**config.mk**
```make
export PLATFORM = sky130hd
export DESIGN_NAME = blit_coord_gen
export DESIGN_NICKNAME = d
export VERILOG_FILES = /design/src/rtl/blit_pkg.sv /design/src/rtl/blit_step_counter.sv /design/src/rtl/blit_coord_gen.sv
export SDC_FILE = /design/constraint.sdc
export NUM_CORES = 1
export LEC_CHECK = 0
export ABC_AREA = 1
export BUFFER_PORTS_ARGS = -buffer_cell sky130_fd_sc_hd__buf_2
export CORE_MARGIN = 8
export CORE_UTILIZATION = 30
export DETAILED_ROUTE_END_ITERATION = 10
export GPL_ROUTABILITY_DRIVEN = 1
export HOLD_SLACK_MARGIN = 0.03
export SLEW_MARGIN = 10
export SYNTH_ARGS = -nofsm -noshare
export SYNTH_HDL_FRONTEND = slang
export SYNTH_SLANG_ARGS = --single-unit
```
**constraint.sdc**
```tcl
create_clock -name clock -period 12.3 [get_ports clock]
set_input_delay 0.615 -clock clock [delete_from_list [all_inputs] [get_ports clock]]
set_output_delay 0.615 -clock clock [all_outputs]
set_load 0.05 [all_outputs]
```
**src/rtl/blit_pkg.sv**
```systemverilog
// Shared types and constants for the blitter coordinate sequencer.
package blit_pkg;

    localparam int unsigned CW = 16;

    localparam logic [1:0] OP_PEN  = 2'h0;
    localparam logic [1:0] OP_SRC  = 2'h1;
    localparam logic [1:0] OP_MONO = 2'h2;

    typedef enum logic {
        IDLE = 1'b0,
        RUN  = 1'b1
    } blit_seq_state_t;

endpackage

```
**src/rtl/blit_step_counter.sv**
```systemverilog
// One scan axis: index counter with load/advance, last flag and the offset of the next pixel.
// With BLIT_REVERSE_EN the offset mirrors to size-1-index for reverse scans.
module blit_step_counter
    import blit_pkg::*;
(
    input  logic          clock,
    input  logic          reset,
    input  logic          load,
    input  logic          advance,
    input  logic [CW-1:0] size,
`ifdef BLIT_REVERSE_EN
    input  logic          reverse,
`endif
    output logic          last_c,
    output logic [CW-1:0] offset_c
);

    logic [CW-1:0] count_q;
    logic [CW-1:0] count_d;

    assign last_c = (count_q == size - CW'(1));

    always_comb begin
        count_d = count_q;
        if (load) begin
            count_d = '0;
        end else if (advance) begin
            count_d = last_c ? '0 : count_q + CW'(1);
        end
    end

    // Offset of the pixel that p2 will hold after this edge.
`ifdef BLIT_REVERSE_EN
    assign offset_c = reverse ? (size - CW'(1) - count_d) : count_d;
`else
    assign offset_c = count_d;
`endif

    always_ff @(posedge clock or posedge reset) begin
        if (reset) begin
            count_q <= '0;
        end else begin
            count_q <= count_d;
        end
    end

endmodule

```
**src/rtl/blit_coord_gen.sv**
```systemverilog
// Blitter coordinate sequencer: walks one rectangle command in raster order onto the p2 stage.
// Optional reverse scan is enabled by defining BLIT_REVERSE_EN.
module blit_coord_gen
    import blit_pkg::*;
(
    input  logic          clock,
    input  logic          reset,
    input  logic          stall,
    input  logic          cmd_valid,
    output logic          cmd_ready,
    input  logic [1:0]    cmd_op,
    input  logic [CW-1:0] cmd_width,
    input  logic [CW-1:0] cmd_height,
    input  logic [CW-1:0] cmd_dest_x,
    input  logic [CW-1:0] cmd_dest_y,
    input  logic [CW-1:0] cmd_src_x,
    input  logic [CW-1:0] cmd_src_y,
`ifdef BLIT_REVERSE_EN
    input  logic          cmd_reverse,
`endif
    output logic [CW-1:0] p2_dest_x,
    output logic [CW-1:0] p2_dest_y,
    output logic [CW-1:0] p2_src_x,
    output logic [CW-1:0] p2_src_y,
    output logic          p2_write,
    output logic [1:0]    p2_op,
    output logic          busy,
    output logic          done
);

    blit_seq_state_t state_q;
    blit_seq_state_t state_d;

    logic [CW-1:0] w_q, h_q, dx_q, dy_q, sx_q, sy_q;
    logic [CW-1:0] w_sel, h_sel, dx_sel, dy_sel, sx_sel, sy_sel;
    logic [1:0]    op_sel;
    logic          idle_c, accept_c, empty_c, load_c, step_c;
    logic          last_pixel_c, adv_x_c, adv_y_c;
    logic          x_last_c, y_last_c;
    logic [CW-1:0] x_off_c, y_off_c;

    assign idle_c    = (state_q == IDLE);
    assign cmd_ready = idle_c && !stall;
    assign busy      = (state_q == RUN);

    assign accept_c     = cmd_valid && cmd_ready;
    assign empty_c      = (cmd_width == '0) || (cmd_height == '0);
    assign load_c       = accept_c && !empty_c;
    assign step_c       = busy && !stall;
    assign last_pixel_c = x_last_c && y_last_c;
    assign adv_x_c      = step_c && !last_pixel_c;
    assign adv_y_c      = adv_x_c && x_last_c;

    // On the accept edge the command fields are not latched yet, so take them from the port.
    assign w_sel  = idle_c ? cmd_width  : w_q;
    assign h_sel  = idle_c ? cmd_height : h_q;
    assign dx_sel = idle_c ? cmd_dest_x : dx_q;
    assign dy_sel = idle_c ? cmd_dest_y : dy_q;
    assign sx_sel = idle_c ? cmd_src_x  : sx_q;
    assign sy_sel = idle_c ? cmd_src_y  : sy_q;
    assign op_sel = idle_c ? cmd_op     : p2_op;

`ifdef BLIT_REVERSE_EN
    logic rev_q;
    logic rev_sel;
    assign rev_sel = idle_c ? cmd_reverse : rev_q;
`endif

    blit_step_counter u_x_cnt (
        .clock    (clock),
        .reset    (reset),
        .load     (load_c),
        .advance  (adv_x_c),
        .size     (w_sel),
`ifdef BLIT_REVERSE_EN
        .reverse  (rev_sel),
`endif
        .last_c   (x_last_c),
        .offset_c (x_off_c)
    );

    blit_step_counter u_y_cnt (
        .clock    (clock),
        .reset    (reset),
        .load     (load_c),
        .advance  (adv_y_c),
        .size     (h_sel),
`ifdef BLIT_REVERSE_EN
        .reverse  (rev_sel),
`endif
        .last_c   (y_last_c),
        .offset_c (y_off_c)
    );

    always_ff @(posedge clock or posedge reset) begin
        if (reset) begin
            state_q <= IDLE;
        end else begin
            state_q <= state_d;
        end
    end

    always_comb begin
        state_d = state_q;
        case (state_q)
            IDLE:    if (load_c) state_d = RUN;
            RUN:     if (step_c && last_pixel_c) state_d = IDLE;
            default: state_d = IDLE;
        endcase
    end

    // p2 stage registers and latched command fields.
    always_ff @(posedge clock or posedge reset) begin
        if (reset) begin
            w_q       <= '0;
            h_q       <= '0;
            dx_q      <= '0;
            dy_q      <= '0;
            sx_q      <= '0;
            sy_q      <= '0;
`ifdef BLIT_REVERSE_EN
            rev_q     <= 1'b0;
`endif
            p2_dest_x <= '0;
            p2_dest_y <= '0;
            p2_src_x  <= '0;
            p2_src_y  <= '0;
            p2_write  <= 1'b0;
            p2_op     <= OP_PEN;
            done      <= 1'b0;
        end else begin
            done <= (accept_c && empty_c) || (step_c && last_pixel_c);
            if (load_c) begin
                w_q      <= cmd_width;
                h_q      <= cmd_height;
                dx_q     <= cmd_dest_x;
                dy_q     <= cmd_dest_y;
                sx_q     <= cmd_src_x;
                sy_q     <= cmd_src_y;
`ifdef BLIT_REVERSE_EN
                rev_q    <= cmd_reverse;
`endif
                p2_op    <= cmd_op;
                p2_write <= 1'b1;
            end else if (step_c && last_pixel_c) begin
                p2_write <= 1'b0;
            end
            if (load_c || adv_x_c) begin
                p2_dest_x <= dx_sel + x_off_c;
                p2_dest_y <= dy_sel + y_off_c;
                p2_src_x  <= (op_sel == OP_PEN) ? '0 : sx_sel + x_off_c;
                p2_src_y  <= (op_sel == OP_PEN) ? '0 : sy_sel + y_off_c;
            end
        end
    end

endmodule

```
==> qor.csv <==
metric,value,unit
slew at the pin closest to its max-slew limit,1.101,ns
die span in x,234.2,um
Post-synth EDFFs,0,
Synth cell types,56,
Layout Skew,0.01907,ns
TritonCTS Buffers,17,
fin crit share,52.32,%
Detailed Route Iter0 Violations,1161,
Post-CTS Setup Inserts,0,
number of register bits inferred by synthesis,197,
Post-Syn Nets,2274,
maximum vdd ir drop,0.00008998,V
DRC Markers,0,
Lkg Pwr,0.008841,uW
via count,13990,
GRT Resource Usage Total,17.20,%
max cap viols,0,
vias per cell,4.879,
Slew HR,26.58,%
max-slew violation count,0,
die height,234.2,um
sequential area share after synthesis,34.50,%
Die Area,54860,sq um
cell count after synthesis,2108,
Tmin final,6.435,ns
Clock Latency Late Sink,0.50,ns
Num Clock Sinks,197,
share of cells above drive strength 1,12.66,%
Final WS setup,5.865,ns
drt wl/cell,16.27,um
vias in the first global route,13650,
Final Wtd Congestion,0.8775,
CTS tree,done,
Crit Path Max Fanout,119,
largest net degree at the start of global routing,120,
final net count,2405,
Worst Hold Class,primary input to async pin,
Synth async-reset ratio,100.0,%
Mapped Avg Cell Area,6.778,sq um
starting density of the core,30.18,%
Ys Warns,0,
# H-tree levels,4,
Worst Path Required,12.68,ns
fill cell count,5121,
status,finished clean,
setup TNS,0,ns
final hold violations,0,
number of port buffers,171,
Core Rows,80,
clock-pin slew on the worst setup and hold paths,0.08,ns
gr ovfl total,0,
Hold Buf Count CTS,0,
I/O pins,172,
RSZ-0062 raised after global routing,false,
n_diodes,0,
Peak Freq,0.1554,GHz
mapped cell area,14290,sq um
Core Area,47350,sq um
DP Wirelength,36730,um
"area leader, netlist",dfrtp_1,
startpoint types,flop,
antenna violations before repair,1,
Yosys top cell area share,34.50,%
clk buf depth,2,
worst endpoint data arrival time,6.81,ns
"top cells by area, synth","dfrtp_1 35%, nand2_1 18%, o21ai_0 8.0%",
Worst Setup End Kind,flop,
DP Worst Slack,5.797,ns
final setup fails,0,
post-cts resize count,0,
critical path class,flop to flop,
first-pass GRT wire length,73960,um
total length of routed wires,46640,um
P&R area growth vs syn,14.08,%
Cell Pwr Density,125.1,nW/um^2
clock root buffer,clkbuf_16,
"antenna viol nets, final",0,
First-pass DRT Iterations,5,
Main synth FF type,dfrtp_1,
cell families (layout without fill, tap and decap cells):
logic type	count (synthesis)	count (layout)	synth area share [%]
compound gates	383	383	14.34
xor+xnor	48	48	2.943
fa+ha+maj	64	64	5.815
mux	4	4	0.2802
flops	197	197	34.50
simple gates	1093	1093	33.23
buf+inv	319	463	8.889
metrics by stage:
stage | cells | util, % | hold slack (ns) | power (uW) | instance area, sq um
2_1_floorplan | 2108 | - | 0.4414 | 1230 | 14290
3_3_place_gp | 2835 | 33.10 | 0.4551 | 1429 | 15670
3_5_place_dp | 2835 | 33.10 | 0.4626 | 1431 | 15670
4_1_cts | 2867 | 34.43 | 0.2116 | 2056 | 16300
5_1_grt | 2867 | 34.43 | 0.2536 | 2157 | 16300
6_report | 2867 | 34.43 | 0.1896 | 2039 | 16300
report_power, final:
group	leakage (uW)	internal [uW]	total, uW	switching (uW)
sequential	0.00255	704	764	59.4
combinational	0.00599	188	657	469
clock	0.000303	312	618	307
layout make-up:
class | instances | area, sq um | share of cell area (%)
multi-input combinational | 1592 | 8100 | 49.70
sequential | 197 | 4933 | 30.27
clock inverter | 15 | 202.7 | 1.244
tap | 615 | 769.5 | 4.721
clock buffer | 17 | 425.4 | 2.610
timing repair buffer | 178 | 908.4 | 5.573
inverter | 253 | 959.7 | 5.888
cell usage after synthesis (2+ instances only):
library cell  instances
nand2_1             693
inv_1               245
o21ai_0             227
dfrtp_1             197
nand3_1             138
nor2_1              114
a21oi_1              81
ha_1                 60
clkbuf_1             45
xor2_1               39
nor3_1               32
o21ai_1              30
nand4_1              22
nor4_1               18
nand2_2              16
nor2_2               13
o21bai_1             10
xnor2_1               9
a21o_1                8
buf_2                 8
inv_2                 7
buf_6                 6
nand3_2               6
nor2_4                6
a221oi_1              5
a31oi_1               5
and2_1                5
nand3b_1              5
or2_2                 5
buf_4                 4
fa_1                  4
mux2i_1               4
nor3b_1               4
o21a_1                4
a211oi_1              3
buf_1                 3
nand2_4               3
nor3_2                3
o21ai_2               3
a22o_1                2
critical path: stages, from the launching register on:
cell and delay (ns):
dfrtp_4 0.87, buf_4 0.92, nand2_1 0.14, nand2_1 0.16
ha_1 0.20, nand3_1 0.14, nor2_2 0.28, nand3_1 0.12
nand2_1 0.07, nand2_1 0.04, nor2_1 0.14, nand3_1 0.14
nor2_4 0.21, nand2_4 0.10, nand2_4 0.11, inv_2 0.11
nand4_1 0.16, nand2_1 0.29, a211oi_1 0.75, inv_1 0.16
fa_1 0.51, inv_1 0.14, a21o_1 0.18, nand2_1 0.08
nand2_1 0.07, nand2_1 0.05, nand3_1 0.06, nand2_1 0.07
final timing paths:
check / startpoint / endpoint / slack [ns] / cells after the start
max in group asynchronous: reset / sy_q[10]$_DFFE_PP0P_ / 10.13 / 4
setup / recovery: busy$_DFF_PP0_ / p2_src_x[12]$_DFFE_PP0P_ / 5.87 / 27
hold reg to reg: p2_dest_y[7]$_DFFE_PP0P_ / p2_dest_y[7]$_DFFE_PP0P_ / 0.48 / 2
setup reg to reg: busy$_DFF_PP0_ / p2_src_x[12]$_DFFE_PP0P_ / 5.87 / 27
hold / removal: reset / w_q[6]$_DFFE_PP0P_ / 0.19 / 2
min in group clock: cmd_dest_x[2] / dx_q[2]$_DFFE_PP0P_ / 0.34 / 3
registers in the layout (all words and copies together), names as in the netlist:
name and cells:
done 1, h_q 16, sy_q 16, p2_op 2, p2_dest_x 16, dx_q 16, w_q 16, p2_src_y 16
p2_src_x 16, p2_write 1, u_x_cnt.count_q 16, p2_dest_y 16, busy 1, dy_q 16, u_y_cnt.count_q 16, sx_q 16
placed cells by master (no fill, tap or decap), types with 6 or more instances in the layout:
master	instances
nand3_2	6
o21ai_0	227
o21ai_1	30
clkbuf_16	17
a21o_1	8
buf_4	7
buf_2	171
nor4_1	18
inv_2	7
nor2_1	114
nand2_2	16
nor3_1	32
xnor2_1	9
a21oi_1	81
dfrtp_1	196
nand4_1	22
nor2_4	6
o21bai_1	10
nand2_1	693
nand3_1	137
ha_1	60
inv_1	244
xor2_1	39
nor2_2	13
per-layer routing:
metal / routed length (um) / vias to the layer above / GRT usage, %
li1: - / 7103 / -
met4: 932 / 2 / 5.054
met5: 13 / - / 0
met3: 2829 / 50 / 4.222
met1: 23420 / 6504 / 24.40
met2: 19450 / 330 / 25.51
(Power assumes the default switching activity.)
